**config.mk**
```make
export PLATFORM = sky130hd
export DESIGN_NAME = serial_byte_collector_flat
export DESIGN_NICKNAME = d
export VERILOG_FILES = /design/src/rtl/serial_byte_collector_if.sv /design/src/rtl/serial_byte_collector.sv /design/src/flat_wrapper.sv
export SDC_FILE = /design/constraint.sdc
export NUM_CORES = 1
export LEC_CHECK = 0
export CORE_MARGIN = 2
export CORE_UTILIZATION = 61
export CTS_CLUSTER_DIAMETER = 50
export DETAILED_ROUTE_END_ITERATION = 12
export HOLD_SLACK_MARGIN = 0.02
export MAX_ROUTING_LAYER = met4
export PLACE_DENSITY = 0.84
export SLEW_MARGIN = 25
export SYNTH_ARGS = -nofsm -noshare
export SYNTH_HDL_FRONTEND = slang
export SYNTH_SLANG_ARGS = --single-unit
```
**constraint.sdc**
```tcl
create_clock -name clk -period 5.4 [get_ports clk]
set_input_delay 1.62 -clock clk [delete_from_list [all_inputs] [get_ports clk]]
set_output_delay 1.62 -clock clk [all_outputs]
set_load 0.02 [all_outputs]
```
**src/rtl/serial_byte_collector_if.sv**
```systemverilog
// Bus bundle for serial_byte_collector: the serial input side, the
// valid/ready output side and the status/clear signals.
interface serial_byte_collector_if #(
   parameter int WIDTH = 8,
   parameter int DEPTH = 4
);
   localparam int CW = $clog2(DEPTH) + 1;

   logic             serialIn;
   logic             bitValid;
   logic             dir;
   logic             align;
   logic             outReady;
   logic             clrOverflow;
   logic [WIDTH-1:0] outData;
   logic             outValid;
   logic [CW-1:0]    count;
   logic             busy;
   logic             overflow;

   // Producer of the serial stream and consumer of assembled words
   modport master (
      output serialIn, bitValid, dir, align, outReady, clrOverflow,
      input  outData, outValid, count, busy, overflow
   );

   // The collector itself
   modport slave (
      input  serialIn, bitValid, dir, align, outReady, clrOverflow,
      output outData, outValid, count, busy, overflow
   );
endinterface

```
**src/rtl/serial_byte_collector.sv**
```systemverilog
// Serial-to-parallel word collector with a small first-word-fall-through
// FIFO on its output. Bit order per word is chosen by dir, latched with
// the first bit of the word so a mid-word dir change cannot corrupt it.
module serial_byte_collector #(
   parameter int WIDTH = 8,
   parameter int DEPTH = 4
) (
   input  logic                  clk,
   input  logic                  reset,
   serial_byte_collector_if.slave bus
);
   localparam int PW = $clog2(DEPTH);
   localparam int CW = PW + 1;
   localparam int BW = $clog2(WIDTH);

   logic [BW-1:0]    r_bit_cnt;
   logic [WIDTH-1:0] r_acc;
   logic             r_dir;
   logic [WIDTH-1:0] r_mem [DEPTH];
   logic [PW-1:0]    r_wr_ptr;
   logic [PW-1:0]    r_rd_ptr;
   logic [CW-1:0]    r_count;
   logic             r_overflow;

   logic [BW-1:0]    w_cnt_base;
   logic             w_first_bit;
   logic             w_dir_eff;
   logic [WIDTH-1:0] w_acc_next;
   logic             w_done;
   logic             w_full;
   logic             w_pop;
   logic             w_push;
   logic             w_drop;

   // align restarts the word before the current bit is counted, so an
   // aligned bit is treated exactly like bit 0 of a fresh word
   assign w_cnt_base  = bus.align ? '0 : r_bit_cnt;
   assign w_first_bit = (w_cnt_base == '0);
   assign w_dir_eff   = w_first_bit ? bus.dir : r_dir;
   assign w_acc_next  = w_dir_eff ? {bus.serialIn, r_acc[WIDTH-1:1]}
                                  : {r_acc[WIDTH-2:0], bus.serialIn};
   assign w_done      = bus.bitValid && (w_cnt_base == BW'(WIDTH - 1));

   // Full/empty come from the occupancy count; a pop at the same edge
   // frees the slot a full-FIFO completion needs
   assign w_full = (r_count == CW'(DEPTH));
   assign w_pop  = (r_count != '0) && bus.outReady;
   assign w_push = w_done && (!w_full || w_pop);
   assign w_drop = w_done && w_full && !w_pop;

   // Bit counter, accumulator and latched bit order
   always_ff @(posedge clk) begin
      if (!reset) begin
         r_bit_cnt <= '0;
         r_acc     <= '0;
         r_dir     <= 1'b0;
      end else begin
         if (bus.bitValid) begin
            r_acc <= w_acc_next;
            if (w_first_bit)
               r_dir <= bus.dir;
            r_bit_cnt <= w_done ? '0 : w_cnt_base + BW'(1);
         end else if (bus.align) begin
            r_bit_cnt <= '0;
         end
      end
   end

   // FIFO storage; contents need no reset since outData is masked when empty
   always_ff @(posedge clk) begin
      if (reset && w_push)
         r_mem[r_wr_ptr] <= w_acc_next;
   end

   // FIFO pointers and occupancy
   always_ff @(posedge clk) begin
      if (!reset) begin
         r_wr_ptr <= '0;
         r_rd_ptr <= '0;
         r_count  <= '0;
      end else begin
         if (w_push)
            r_wr_ptr <= r_wr_ptr + PW'(1);
         if (w_pop)
            r_rd_ptr <= r_rd_ptr + PW'(1);
         r_count <= r_count + CW'(w_push) - CW'(w_pop);
      end
   end

   // Sticky overflow; a drop in the same cycle as a clear keeps it set
   always_ff @(posedge clk) begin
      if (!reset)
         r_overflow <= 1'b0;
      else if (w_drop)
         r_overflow <= 1'b1;
      else if (bus.clrOverflow)
         r_overflow <= 1'b0;
   end

   assign bus.outValid = (r_count != '0);
   assign bus.outData  = (r_count != '0) ? r_mem[r_rd_ptr] : '0;
   assign bus.count    = r_count;
   assign bus.busy     = (r_bit_cnt != '0);
   assign bus.overflow = r_overflow;
endmodule

```
**src/flat_wrapper.sv**
```systemverilog
// flat-port wrapper written by rule: the top's interface ports become plain ports
module serial_byte_collector_flat 
#(
   parameter int WIDTH = 8,
   parameter int DEPTH = 4
)
  (clk, reset, bus_serialIn, bus_bitValid, bus_dir, bus_align, bus_outReady, bus_clrOverflow, bus_outData, bus_outValid, bus_count, bus_busy, bus_overflow);
  serial_byte_collector_if #(.WIDTH(WIDTH), .DEPTH(DEPTH)) bus_i ();
  input  logic clk;
  input  logic reset;
  input wire logic [$bits(bus_i.serialIn)-1:0] bus_serialIn;
  input wire logic [$bits(bus_i.bitValid)-1:0] bus_bitValid;
  input wire logic [$bits(bus_i.dir)-1:0] bus_dir;
  input wire logic [$bits(bus_i.align)-1:0] bus_align;
  input wire logic [$bits(bus_i.outReady)-1:0] bus_outReady;
  input wire logic [$bits(bus_i.clrOverflow)-1:0] bus_clrOverflow;
  output wire logic [$bits(bus_i.outData)-1:0] bus_outData;
  output wire logic [$bits(bus_i.outValid)-1:0] bus_outValid;
  output wire logic [$bits(bus_i.count)-1:0] bus_count;
  output wire logic [$bits(bus_i.busy)-1:0] bus_busy;
  output wire logic [$bits(bus_i.overflow)-1:0] bus_overflow;
  assign bus_i.serialIn = bus_serialIn;
  assign bus_i.bitValid = bus_bitValid;
  assign bus_i.dir = bus_dir;
  assign bus_i.align = bus_align;
  assign bus_i.outReady = bus_outReady;
  assign bus_i.clrOverflow = bus_clrOverflow;
  assign bus_outData = bus_i.outData;
  assign bus_outValid = bus_i.outValid;
  assign bus_count = bus_i.count;
  assign bus_busy = bus_i.busy;
  assign bus_overflow = bus_i.overflow;
  serial_byte_collector #(.WIDTH(WIDTH), .DEPTH(DEPTH)) u_core (.clk(clk), .reset(reset), .bus(bus_i));
endmodule
```
==> results of run 1 <==
==> routing by layer <==
layer  up-vias  share of wire (%)  routed length (um)
met5         -                  0                   0
met4         0               0.73                  32
met3         4                3.9                 171
met2        48                 53                2320
met1       752                 43                1880
li1        753                  -                   -
==> sequential cells by signal, indices dropped and copies added, names as in the netlist, named ones only <==
signal               count
u_core.r_mem            32
u_core.r_acc             8
u_core.bus.count         3
u_core.r_bit_cnt         3
u_core.r_rd_ptr          2
u_core.r_wr_ptr          2
u_core.bus.overflow      1
u_core.r_dir             1
==> power by group <==
part / total (mW) / switching [mW] / internal, mW
Sequential: 0.498 / 0.0356 / 0.462
Combinational: 0.313 / 0.148 / 0.165
Clock: 0.235 / 0.139 / 0.0963
==> metrics by stage <==
step | power, mW | cells | util (%)
after detailed placement | 0.824 | 255 | 68.7
after global routing | 1.11 | 263 | 71.1
final | 1.05 | 263 | 71.1
after CTS | 1.05 | 263 | 71.1
after floorplan | 0.706 | 193 | -
after global placement | 0.808 | 255 | 68.7
==> worst register-to-register path, stage by stage (launching register included) <==
cell	delay, ns
dfxtp_1	0.37
or3_1	0.55
nand3_1	0.21
o21ai_0	0.13
ha_1	0.21
fa_1	0.37
xnor2_1	0.13
and2_1	0.14
==> worst paths after layout <==
check / end / startpoint / cells past startpoint
worst min register to register: u_core.r_wr_ptr[1]$_SDFFE_PN0N_ / u_core.r_wr_ptr[1]$_SDFFE_PN0N_ / 2
worst max register to register: u_core.bus.count[2]$_SDFF_PN0_ / u_core.bus.count[1]$_SDFF_PN0_ / 7
worst max-delay path: bus_outData[2] / flop / 3
worst min-delay path: u_core.r_wr_ptr[1]$_SDFFE_PN0N_ / u_core.r_wr_ptr[1]$_SDFFE_PN0N_ / 2
==> cell families after synthesis <==
group | share of synthesized area, %
buffers and inverters | 4.05
flip-flops | 56.0
adder cells (fa/ha/maj) | 4.80
multiplexers | 9.90
AND/OR/NAND/NOR | 13.8
AO/OA/AOI/OAI | 9.30
XOR/XNOR | 2.10
==> area by class of cell <==
| cell class | instances | area [um2] |
|---|---|---|
| clock buffers | 5 | 68.8 |
| clock inverters | 3 | 28.8 |
| fillers | 251 | 1150 |
| inverters | 14 | 55.1 |
| multi-input cells | 116 | 998 |
| flip-flops and latches | 54 | 1400 |
| well taps | 50 | 62.6 |
| repair buffers | 21 | 210 |
==> cell usage in the layout (no fill, tap or decap), drive strengths merged, types with 5 or more instances in the layout <==
cell type       n
mux2            5
clkbuf          5
nand2           6
clkdlybuf4s50  21
nand2b          5
nand3           7
inv            15
edfxtp         32
o21ai          11
ha              8
mux4            8
xnor2           5
and2           19
dfxtp          22
==> impl_metrics.yaml, run 1 <==
final_layout:
  diodes: 0
  syn_to_final_growth_pct: 13.0
  layout.nets: 229
  drive_gt1_share_pct: 16.0
  final_area_um2: 2830
clock_network:
  post_cts_buffers: 0
  cts_sinks: 54
  cts_hold_buffers: 0
  cts_resized: 0
  cts-root-buf: "clkbuf_8"
  cts_tree: "built"
  path_clk_slew_ns: 0.11
  cts_made_buffers: 5
  max-clock-path-buffers: 2
  clk_latency_ns: 0.31
  cts_max_level: 2
drt:
  drtAntennaViolNets: 0
  avgRoutedWirePerCell_um: 16.7
  routed_wl_mm: 4.41
  drt_iter0_markers: 117
  firstDrtPassIters: 4
  drc_errors: 0
  num_vias: 1557
  viasPerCell: 5.92
global_route:
  grt_pass1_vias: 1464
  antenna_found_initial: 0
  busiest_layer: "met2"
  track_usage_pct: 22.1
  gr-usage-met2_pct: 35.2
  grtUsageMet1_pct: 27.9
  met3_usage_pct: 4.77
  grt_overflow: 0
  grt_max_degree: 27
  grt_pass1_wl_mm: 7.08
setup_path:
  critPathKind: "reg -> out"
  arrival_ns: 2.26
  end_kind: "primary output"
  slowest_delay_ns: 0.66
  worst-path-buf-inv: 1
  crit_slowest_cell: "dfxtp_1"
  worstPathMaxFanout: 8
  r2r_slack_ns: 3.18
  cp_top_family: "flip-flops"
  path_cells: "mux4_2 -> and2_1 -> clkdlybuf4s50_1"
  start_kind: "flop"
  critPathRequiredTime_ns: 3.78
floorplan:
  num_rows: 23
  start_util_pct: 63.0
  fp.dieW_um: 68.0
  dieArea_um2: 4630
  die_y_um: 68.0
  ios: 22
  core_area_um2: 3970
synthesis:
  yosysMostFrequentCell: "edfxtp_1"
  post-synth-top-area-fraction_pct: 38.4
  synthArstFlopShare_pct: 0
  synth_enable_flop_cells: 32
  yosysWarnings: 0
  synth_nets: 210
  ys_types: 44
  synth_flop_cell: "edfxtp_1"
  synth_seq_cells: 54
  postSynthAreaPerCell_um2: 13.0
  syn_area_um2: 2500
  synth_top_cells_by_count: "edfxtp_1, dfxtp_1, and2_1, inv_1"
  yosysTopAreaCell: "edfxtp_1"
  seq_area_frac_synth_pct: 56.0
  ys_top_cells_by_area: "edfxtp_1, dfxtp_1, mux4_2"
  syn_inst: 193
flow_run:
  drv_cap: 0
sta:
  slew_headroom_pct: 44.4
  fin_ws_ns: 1.52
  rsz0062_at_grt: "false"
  period_share_pct: 71.9
  period_needed_ns: 3.88
  hold_viol_final: 0
  worst_clock_skew_ns: 0.0114
  finalSetupViolations: 0
  final_max_slew_viol_count: 0
  fin_tns_setup_ns: 0
  worst_hold_slack_ns: 0.535
  timing.fmax_mhz: 258
  tightest_slew_ns: 0.831
placed_design:
  portBuffers: 21
  postPlaceCellArea_um2: 2730
  place.gp.congestion: 0.812
  hpwlAfterDp_mm: 3.19
  pre_cts_ws_ns: 1.39
power_and_ir_drop:
  leakagePower_nw: 1.04
  ir_drop_uv: 175
  powerDensity_nw_per_um2: 370
min_path:
  hold_path.class: "reg -> reg"
outcome:
  status: "finished clean"
Note: power is estimated with default switching activity, not from simulation.
==> inputs of run 2 (changes only) <==
--- a/config.mk
+++ b/config.mk
@@ -6,12 +6,12 @@
 export NUM_CORES = 1
 export LEC_CHECK = 0
 export CORE_MARGIN = 2
-export CORE_UTILIZATION = 61
+export CORE_UTILIZATION = 57
 export CTS_CLUSTER_DIAMETER = 50
 export DETAILED_ROUTE_END_ITERATION = 12
 export HOLD_SLACK_MARGIN = 0.02
 export MAX_ROUTING_LAYER = met4
-export PLACE_DENSITY = 0.84
+export PLACE_DENSITY = 0.79
 export SLEW_MARGIN = 25
 export SYNTH_ARGS = -nofsm -noshare
 export SYNTH_HDL_FRONTEND = slang
==> constraint.sdc (replaced) <==
create_clock -name clk -period 4 [get_ports clk]
set_input_delay 1.2 -clock clk [delete_from_list [all_inputs] [get_ports clk]]
set_output_delay 1.2 -clock clk [all_outputs]
set_load 0.02 [all_outputs]
==> impl_metrics.yaml, run 2 (synthesized netlist as in run 1, its figures left out) <==
setup_path:
  reg2reg_from: "u_core.bus.count[2]$_SDFF_PN0_"
  arrival_ns: 2.23
  critPathRequiredTime_ns: 2.80
  worst-path-buf-inv: 1
  end_kind: "primary output"
  cp_top_family: "flip-flops"
  critPathKind: "reg -> out"
  worstPathMaxFanout: 8
  slowest_delay_ns: 0.66
  path_cells: "mux4_2 -> and2_1 -> clkdlybuf4s50_1"
  start_kind: "flop"
  r2r-end: "u_core.bus.count[2]$_SDFF_PN0_"
  r2r_cells: 7
  crit_slowest_cell: "dfxtp_1"
  r2r_slack_ns: 1.78
  critical_path_cell_count: 3
placed_design:
  portBuffers: 21
  placed_cells: 259
  place.gp.congestion: 0.831
  pre_cts_ws_ns: 0.391
  hpwlAfterDp_mm: 3.23
final_layout:
  final_cell_mix: "edfxtp_1, dfxtp_1, clkdlybuf4s50_1, and2_1, inv_1"
  final_common_cell: "edfxtp_1"
  diodes: 0
  drive_gt1_share_pct: 16.7
  regMostFlops: "u_core.r_mem"
  layout.nets: 231
  seqCellArea_um2: 1400
  layout.cells.non_filler: 267
  top_regs: "u_core.r_mem: 32 flops, u_core.r_acc: 8 flops"
  multi_input_area_um2: 998
  syn_to_final_growth_pct: 14.4
  largest_register_ff_count: 32
  fill_cells: 309
  final_core_util_pct: 66.6
sta:
  hold_viol_final: 0
  period_needed_ns: 3.43
  worst_clock_skew_ns: 0.0114
  period_share_pct: 85.9
  timing.fmax_mhz: 291
  slew_headroom_pct: 65.1
  finalSetupViolations: 0
  fin_tns_setup_ns: 0
  tightest_slew_ns: 0.522
  rsz0062_at_grt: "false"
  fin_ws_ns: 0.566
  final_max_slew_viol_count: 0
  worst_hold_slack_ns: 0.529
clock_network:
  cts_resized: 0
  cts_hold_buffers: 0
  max-clock-path-buffers: 2
  cts_max_level: 2
  path_clk_slew_ns: 0.10
  clk_latency_ns: 0.31
  cts-root-buf: "clkbuf_8"
  cts_sinks: 54
  cts_made_buffers: 5
  cts_tree: "built"
  post_cts_buffers: 0
global_route:
  grt_pass1_wl_mm: 7.51
  track_usage_pct: 19.9
  antenna_found_initial: 0
  grt_pass1_vias: 1595
  grt_overflow: 0
  grt_max_degree: 26
floorplan:
  dieArea_um2: 4930
  ios: 22
  start_util_pct: 58.2
  num_rows: 24
  core_area_um2: 4290
  die_y_um: 70.2
  fp.dieW_um: 70.2
drt:
  drc_errors: 0
  drtAntennaViolNets: 0
  firstDrtPassIters: 4
  avgRoutedWirePerCell_um: 16.7
  drt_iter0_markers: 84
  viasPerCell: 5.94
  num_vias: 1587
  routed_wl_mm: 4.46
power_and_ir_drop:
  p_switching_uw: 429
  switching_share_pct: 29.2
  leakagePower_nw: 1.06
  cellInternalPower_mw: 1.04
  pwr-share-clk_pct: 25.4
  p_comb_share_pct: 28.7
  p_seq_share_pct: 45.9
  powerDensity_nw_per_um2: 513
  ir_drop_uv: 190
flow_run:
  drv_cap: 0
min_path:
  hold_path.class: "reg -> reg"
  hold-path-cell-count: 2
  hold-path-endpoint: "u_core.bus.overflow$_SDFFE_PN0P_"
  hold_start: "u_core.bus.overflow$_SDFFE_PN0P_"
outcome:
  status: "finished clean"
run 2: layer usage:
metal / up-vias / wire (um) / track usage, %
met3: 2 / 140 / 4.33
met1: 800 / 1890 / 24.1
li1: 756 / - / -
met2: 29 / 2410 / 34.6
met4: 0 / 12 / 3.85
met5: - / 0 / -
run 2: per-stage QoR:
step | power (mW) | instance area [um2]
4_1_cts | 1.48 | 2860
2_1_floorplan | 0.953 | 2500
6_report | 1.47 | 2860
3_3_place_gp | 1.09 | 2750
5_1_grt | 1.53 | 2860
3_5_place_dp | 1.11 | 2750
run 2: layout make-up:
cell class,instances,share of cell area (%)
Clock buffer,5,2.40
Clock inverter,3,1.66
Inverter,14,1.92
Multi-Input combinational cell,116,34.9
Sequential cell,54,49.0
Tap cell,52,2.27
Timing Repair Buffer,23,7.87
run 2: worst max-delay path by stage:
stage / slack (ns) / start / endpoint
final: 0.57 / flop / bus_outData[3]
after CTS: 0.49 / flop / bus_outData[3]
after floorplan: 1.08 / bus_align / u_core.bus.count[2]$_SDFF_PN0_
after global placement: 0.53 / bus_align / u_core.bus.count[2]$_SDFF_PN0_
after detailed placement: 0.39 / bus_align / u_core.bus.count[2]$_SDFF_PN0_
after global routing: 0.39 / flop / bus_outData[4]
run 2: tightest hold or removal path, delay by kind of cell (launching register included):
kind / cells / cell delay (ns)
flip-flops: 1 / 0.34
AND/OR/NAND/NOR: 1 / 0.10
AO/OA/AOI/OAI: 1 / 0.05
run 2: power by group through the flow:
stage	sequential, mW	combinational, mW	clock (mW)
finish	0.673	0.421	0.372
global route	0.683	0.453	0.399
CTS	0.675	0.427	0.380
global placement	0.683	0.408	0
floorplan	0.670	0.284	0
detailed placement	0.689	0.425	0
==> inputs of run 3 (changes only) <==
--- a/config.mk
+++ b/config.mk
@@ -9,9 +9,9 @@
 export CORE_UTILIZATION = 57
 export CTS_CLUSTER_DIAMETER = 50
 export DETAILED_ROUTE_END_ITERATION = 12
-export HOLD_SLACK_MARGIN = 0.02
 export MAX_ROUTING_LAYER = met4
 export PLACE_DENSITY = 0.79
+export SETUP_SLACK_MARGIN = 0.15
 export SLEW_MARGIN = 25
 export SYNTH_ARGS = -nofsm -noshare
 export SYNTH_HDL_FRONTEND = slang
==> results of run 3 <==
The final DEF is identical to that of run 2; final timing and power are the same.
==> variant 1: new RTL, config.mk and constraints of run 1 <==
`DEPTH` is set to 4 in 3 places; all go to 8.
--- a/src/rtl/serial_byte_collector_if.sv
+++ b/src/rtl/serial_byte_collector_if.sv
@@ -4,3 +4,3 @@
    parameter int WIDTH = 8,
-   parameter int DEPTH = 4
+   parameter int DEPTH = 8
 );
--- a/src/rtl/serial_byte_collector.sv
+++ b/src/rtl/serial_byte_collector.sv
@@ -5,3 +5,3 @@
    parameter int WIDTH = 8,
-   parameter int DEPTH = 4
+   parameter int DEPTH = 8
 ) (
--- a/src/flat_wrapper.sv
+++ b/src/flat_wrapper.sv
@@ -4,3 +4,3 @@
    parameter int WIDTH = 8,
-   parameter int DEPTH = 4
+   parameter int DEPTH = 8
 )
Ports: changed (resized bus_count); port bits go from 22 to 23. The function was not compared with the original's and may differ.
==> variant 1 against run 1 <==
  * Wire length is 53% higher
  * Design area grew 56%
  * Power grew 75%
  * Synthesized area up 56%
  * Setup slack worse by 0.31 ns
  * Utilization fell by 0.90 points
  * First-iteration DRC count rose by 67%
  * Sequential cell count rose by 36
  * Critical endpoint is now bus_outData[7]
  * Largest power group unchanged
==> variant 1: results (changes against run 1) <==
[outcome]
status=completed

[clocking]
postCtsResizedCells=0  ; unchanged
post_cts_buffers=0  ; unchanged
numCtsBuffers=9  ; +4
cts.reportedPaths.clkPinSlew_ns=0.09  ; -0.02 ns
insertion_delay_ns=0.35  ; +0.04 ns
htree_levels=3  ; +1

[power_and_ir_drop]
p_leak_uw=0.001582  ; +52%
peakVddDrop_mv=0.3565  ; +100%

[cells_and_area]
drive_above_1_share=0.1879  ; +0.02832
largest_register_ffs=64  ; +100%
n_antenna_cell=0  ; unchanged
nNetsFinal=296  ; +29%
fillers=426  ; +70%
largest-register=u_core.r_mem
final_cells=359  ; +37%

[route]
drtIter0Drc=195  ; +67%
viasPerCell=5.858  ; -1.1%
drc_errors=0  ; unchanged
first_pass_iters=4  ; unchanged
post_drt_wl_per_cell_um=18.79  ; +12%

[placed_design]
dp.cells=343  ; +35%
gp_congestion=0.7967  ; -1.8%
dpl.hpwl_mm=4.592  ; +44%
placed_area_sq_um=4185  ; +53%
io_buffer_count=22  ; +4.8%

[critical_path]
arrival_ns=2.58  ; +0.32 ns
ff2ff_path_depth=10  ; +3
cpPeakStageDelay_ns=0.69  ; +0.03 ns
cp_slowest_cell=a21oi_1
cp_top_family=compound AO/OA/AOI/OAI gates

[hold_path]
min_path_type=register to register
min_delay_path_depth=2  ; unchanged

[yosys]
yosysWarnings=0  ; unchanged
syn_inst=249  ; +29%
synth_cell_types=44  ; unchanged
synth_edf_count=64  ; +100%
synthArstFlopShare=0  ; unchanged
ys_top_cells_by_area=edfxtp_1, dfxtp_1, mux4_2
synth_commonest_cells=edfxtp_1, dfxtp_1, and2_1
synth-seq-area-share=0.6256  ; +0.06536
synth_nets=268  ; +28%

[sta]
finalSetupViolCount=0  ; unchanged
tightest_slew_ns=0.8754  ; +0.04423 ns
skew_ns=0.009063  ; -0.002351 ns

[global_route]
first_global_vias=2191  ; +50%
grt_start_max_net_pins=31  ; +15%
grt_first_pass_wirelength_mm=11.06  ; +56%
track_usage=0.2175  ; -0.003823

[variant 1: worst paths after layout]
kind                                          start                   to  slack, ns
worst max-delay path            u_core.bus.count[2]       bus_outData[7]       1.20
worst min register to register   u_core.r_rd_ptr[1]             register       0.52
worst max register to register  u_core.r_bit_cnt[1]  u_core.bus.count[2]       3.06
worst min-delay path             u_core.r_rd_ptr[1]             register       0.52
[variant 1: worst min-delay path, delay by kind of cell, from the launching register on]
family          cells  cell delay [ns]
simple gates        1             0.07
flops               1             0.32
compound gates      1             0.08
[variant 1: cell type report]
class	count	share of cell area
flip-flops and latches	90	0.5539
well taps	77	0.02185
repair buffers	29	0.06186
clock inverters	7	0.02270
inverters	11	0.009364
clock buffers	9	0.02809
multi-input cells	136	0.3022
[variant 1: power by group]
part           internal (uW)  total [uW]  switching (uW)
sequential               776         811            34.8
combinational            269         523             255
clock                    264         495             232
[variant 1: stage by stage]
step                power, uW  setup WS, ns  hold WS, ns  utilization
floorplan                1209         1.906       0.4634            -
global placement         1341         1.330       0.4702       0.6667
detailed placement       1356         1.215       0.5096       0.6667
CTS                      1847         1.131       0.5209       0.7024
global route             1924         1.018       0.5504       0.7024
finish                   1830         1.204       0.5193       0.7024
[variant 1: routing by layer]
metal	wire length, um	up-vias	GRT usage
met2	3470	46	0.3658
met1	2954	1025	0.2576
met5	0	-	-
met3	223	9	0.03858
li1	-	1023	-
met4	98	0	0.09824
[variant 1: cell families after synthesis]
| group | count (synthesis) | share of synthesized area |
|---|---|---|
| XOR/XNOR | 6 | 0.01346 |
| buffers and inverters | 23 | 0.03301 |
| AND/OR/NAND/NOR | 55 | 0.07885 |
| adder cells (fa/ha/maj) | 11 | 0.03718 |
| flip-flops | 90 | 0.6256 |
| AO/OA/AOI/OAI | 38 | 0.08141 |
| multiplexers | 26 | 0.1304 |
==> variant 2: new RTL, flow settings as in run 1 <==
Made on the original files. Make the reset (`reset`) asynchronous in 3 clocked blocks.
--- a/src/rtl/serial_byte_collector.sv
+++ b/src/rtl/serial_byte_collector.sv
@@ -51,3 +51,3 @@
    // Bit counter, accumulator and latched bit order
-   always_ff @(posedge clk) begin
+   always_ff @(posedge clk or negedge reset) begin
       if (!reset) begin
@@ -75,3 +75,3 @@
    // FIFO pointers and occupancy
-   always_ff @(posedge clk) begin
+   always_ff @(posedge clk or negedge reset) begin
       if (!reset) begin
@@ -90,3 +90,3 @@
    // Sticky overflow; a drop in the same cycle as a clear keeps it set
-   always_ff @(posedge clk) begin
+   always_ff @(posedge clk or negedge reset) begin
       if (!reset)
Behaviour: differs if reset is asserted again (counterexample within 4 cycles, from zero or initial values and one cycle with reset low); with reset held inactive, the same outputs for 10 cycles.
==> variant 2 against run 1 <==
  * Design area is 5.2% lower
  * Die area is 4.6% lower
  * Via count is 13% lower
  * Non-clock buffer count is 1 higher
  * Sequential power is 10% higher
  * Sequential cell count is 2 lower
  * Global-route usage is 2.0 points lower
  * Wire length is 14% lower
  * Power is 12% higher
  * Synthesized area is 4.9% lower
  * First-iteration DRC count is 32% lower
  * Setup slack worse by 0.027 ns
  * Largest power group unchanged
==> variant 2: results (changes against run 1) <==
[clocking]
cts_root_buffer=clkbuf_8
cts_buffer_depth=2  ; unchanged
post_cts_buffers=0  ; unchanged
numCtsBuffers=5  ; unchanged
cts_hold_buf=0  ; unchanged
cts.reportedPaths.clkPinSlew_ns=0.09  ; -0.02 ns
insertion_delay_ns=0.30
htree_levels=2  ; unchanged
postCtsResizedCells=0  ; unchanged

[global_route]
track_usage=0.2012  ; -0.02011
grt_start_max_net_pins=26  ; -3.7%
antenna_found_initial=0  ; unchanged
grt_first_pass_wirelength_mm=6.230  ; -12%

[route]
wl_mm=3.770  ; -14%
first_pass_iters=4  ; unchanged
viasPerCell=5.695  ; -3.8%
drtIter0Drc=80  ; -32%

[placed_design]
placed_area_sq_um=2595  ; -4.9%
dpl.hpwl_mm=2.694  ; -15%
io_buffer_count=21  ; unchanged
pre_cts_slack_ns=1.436  ; +0.04422 ns
gp_congestion=0.7333  ; -9.6%

[yosys]
synthArstFlopShare=0.3846  ; +0.3846
yosysWarnings=0  ; unchanged
synth_edf_count=32  ; unchanged
synth_commonest_cells=edfxtp_1, dfrtp_1, o21ai_0
synth_nets=186  ; -11%
synth-seq-area-share=0.6141  ; +0.05381
synth_cell_types=31  ; -30%
ys_top_cells_by_area=edfxtp_1, dfrtp_1, mux4_2

[hold_path]
min_path_type=register to register

[sta]
skew_ns=0.006618  ; -0.004796 ns
maxSlewHeadroom=0.4577  ; +0.01352

[critical_path]
critPathMaxFanout=10  ; +2

[power_and_ir_drop]
p_leak_uw=0.001033  ; -0.79%
peakVddDrop_mv=0.1900  ; +8.6%

[cells_and_area]
drive_above_1_share=0.1204  ; -0.03921
top_regs=u_core.r_mem (32), u_core.r_acc (8)
nNetsFinal=207  ; -9.6%
n_antenna_cell=0  ; unchanged

[outcome]
status=completed

-- variant 2: logic make-up after synthesis --
kind of cell / share of synthesized area
DFF: 0.6141
xor gates and xnor gates: 0.02208
AOI/OAI and AO/OA: 0.05994
muxes: 0.07571
and+or+nand+nor: 0.1388
buffers and inverters: 0.03890
adders and majority gates: 0.05048
-- variant 2: worst max-delay path, stage by stage (launching register included) --
cell	delay, ns
dfrtp_1	0.71
mux4_2	0.58
and2_1	0.17
clkdlybuf4s50_1	0.53
-- variant 2: per-stage QoR --
stage	hold slack, ns	cells
final	0.5245	239
after global routing	0.5550	239
after CTS	0.5274	239
after detailed placement	0.5157	231
after global placement	0.4960	231
after floorplan	0.4910	169
-- variant 2: report_power, final --
part | total, uW | switching, uW | internal, uW
clock | 207 | 117 | 90.0
sequential | 548 | 63.8 | 484
combinational | 420 | 197 | 223
-- variant 2: routing by layer --
layer | part of all wire | vias to the layer above | track usage
met5 | 0 | - | -
met3 | 0.029 | 4 | 0.05574
met4 | 0.013 | 0 | 0.06122
met2 | 0.52 | 23 | 0.3175
li1 | - | 652 | -
met1 | 0.44 | 682 | 0.2580
-- variant 2: worst paths after layout --
path | startpoint | to | slack (ns) | cells after the start
min in group asynchronous | reset | u_core.r_bit_cnt[2] | 1.66 | 2
hold / removal | u_core.bus.count[2] | u_core.bus.count[2] | 0.52 | 1
hold reg to reg | u_core.bus.count[2] | u_core.bus.count[2] | 0.52 | 1
setup reg to reg | u_core.r_bit_cnt[0] | u_core.bus.count[2] | 3.22 | 10
max in group asynchronous | reset | u_core.r_acc[1] | 3.52 | 2
setup / recovery | u_core.r_rd_ptr[0] | bus_outData[2] | 1.49 | 3
-- variant 2: cell type report --
cell class,instances,area (sq um)
flip-flops and latches,52,1461
fillers,245,1037
multi-input cells,101,825.8
repair buffers,22,217.7
clock buffers,6,72.57
well taps,48,60.06
inverters,8,30.03
clock inverters,2,11.26
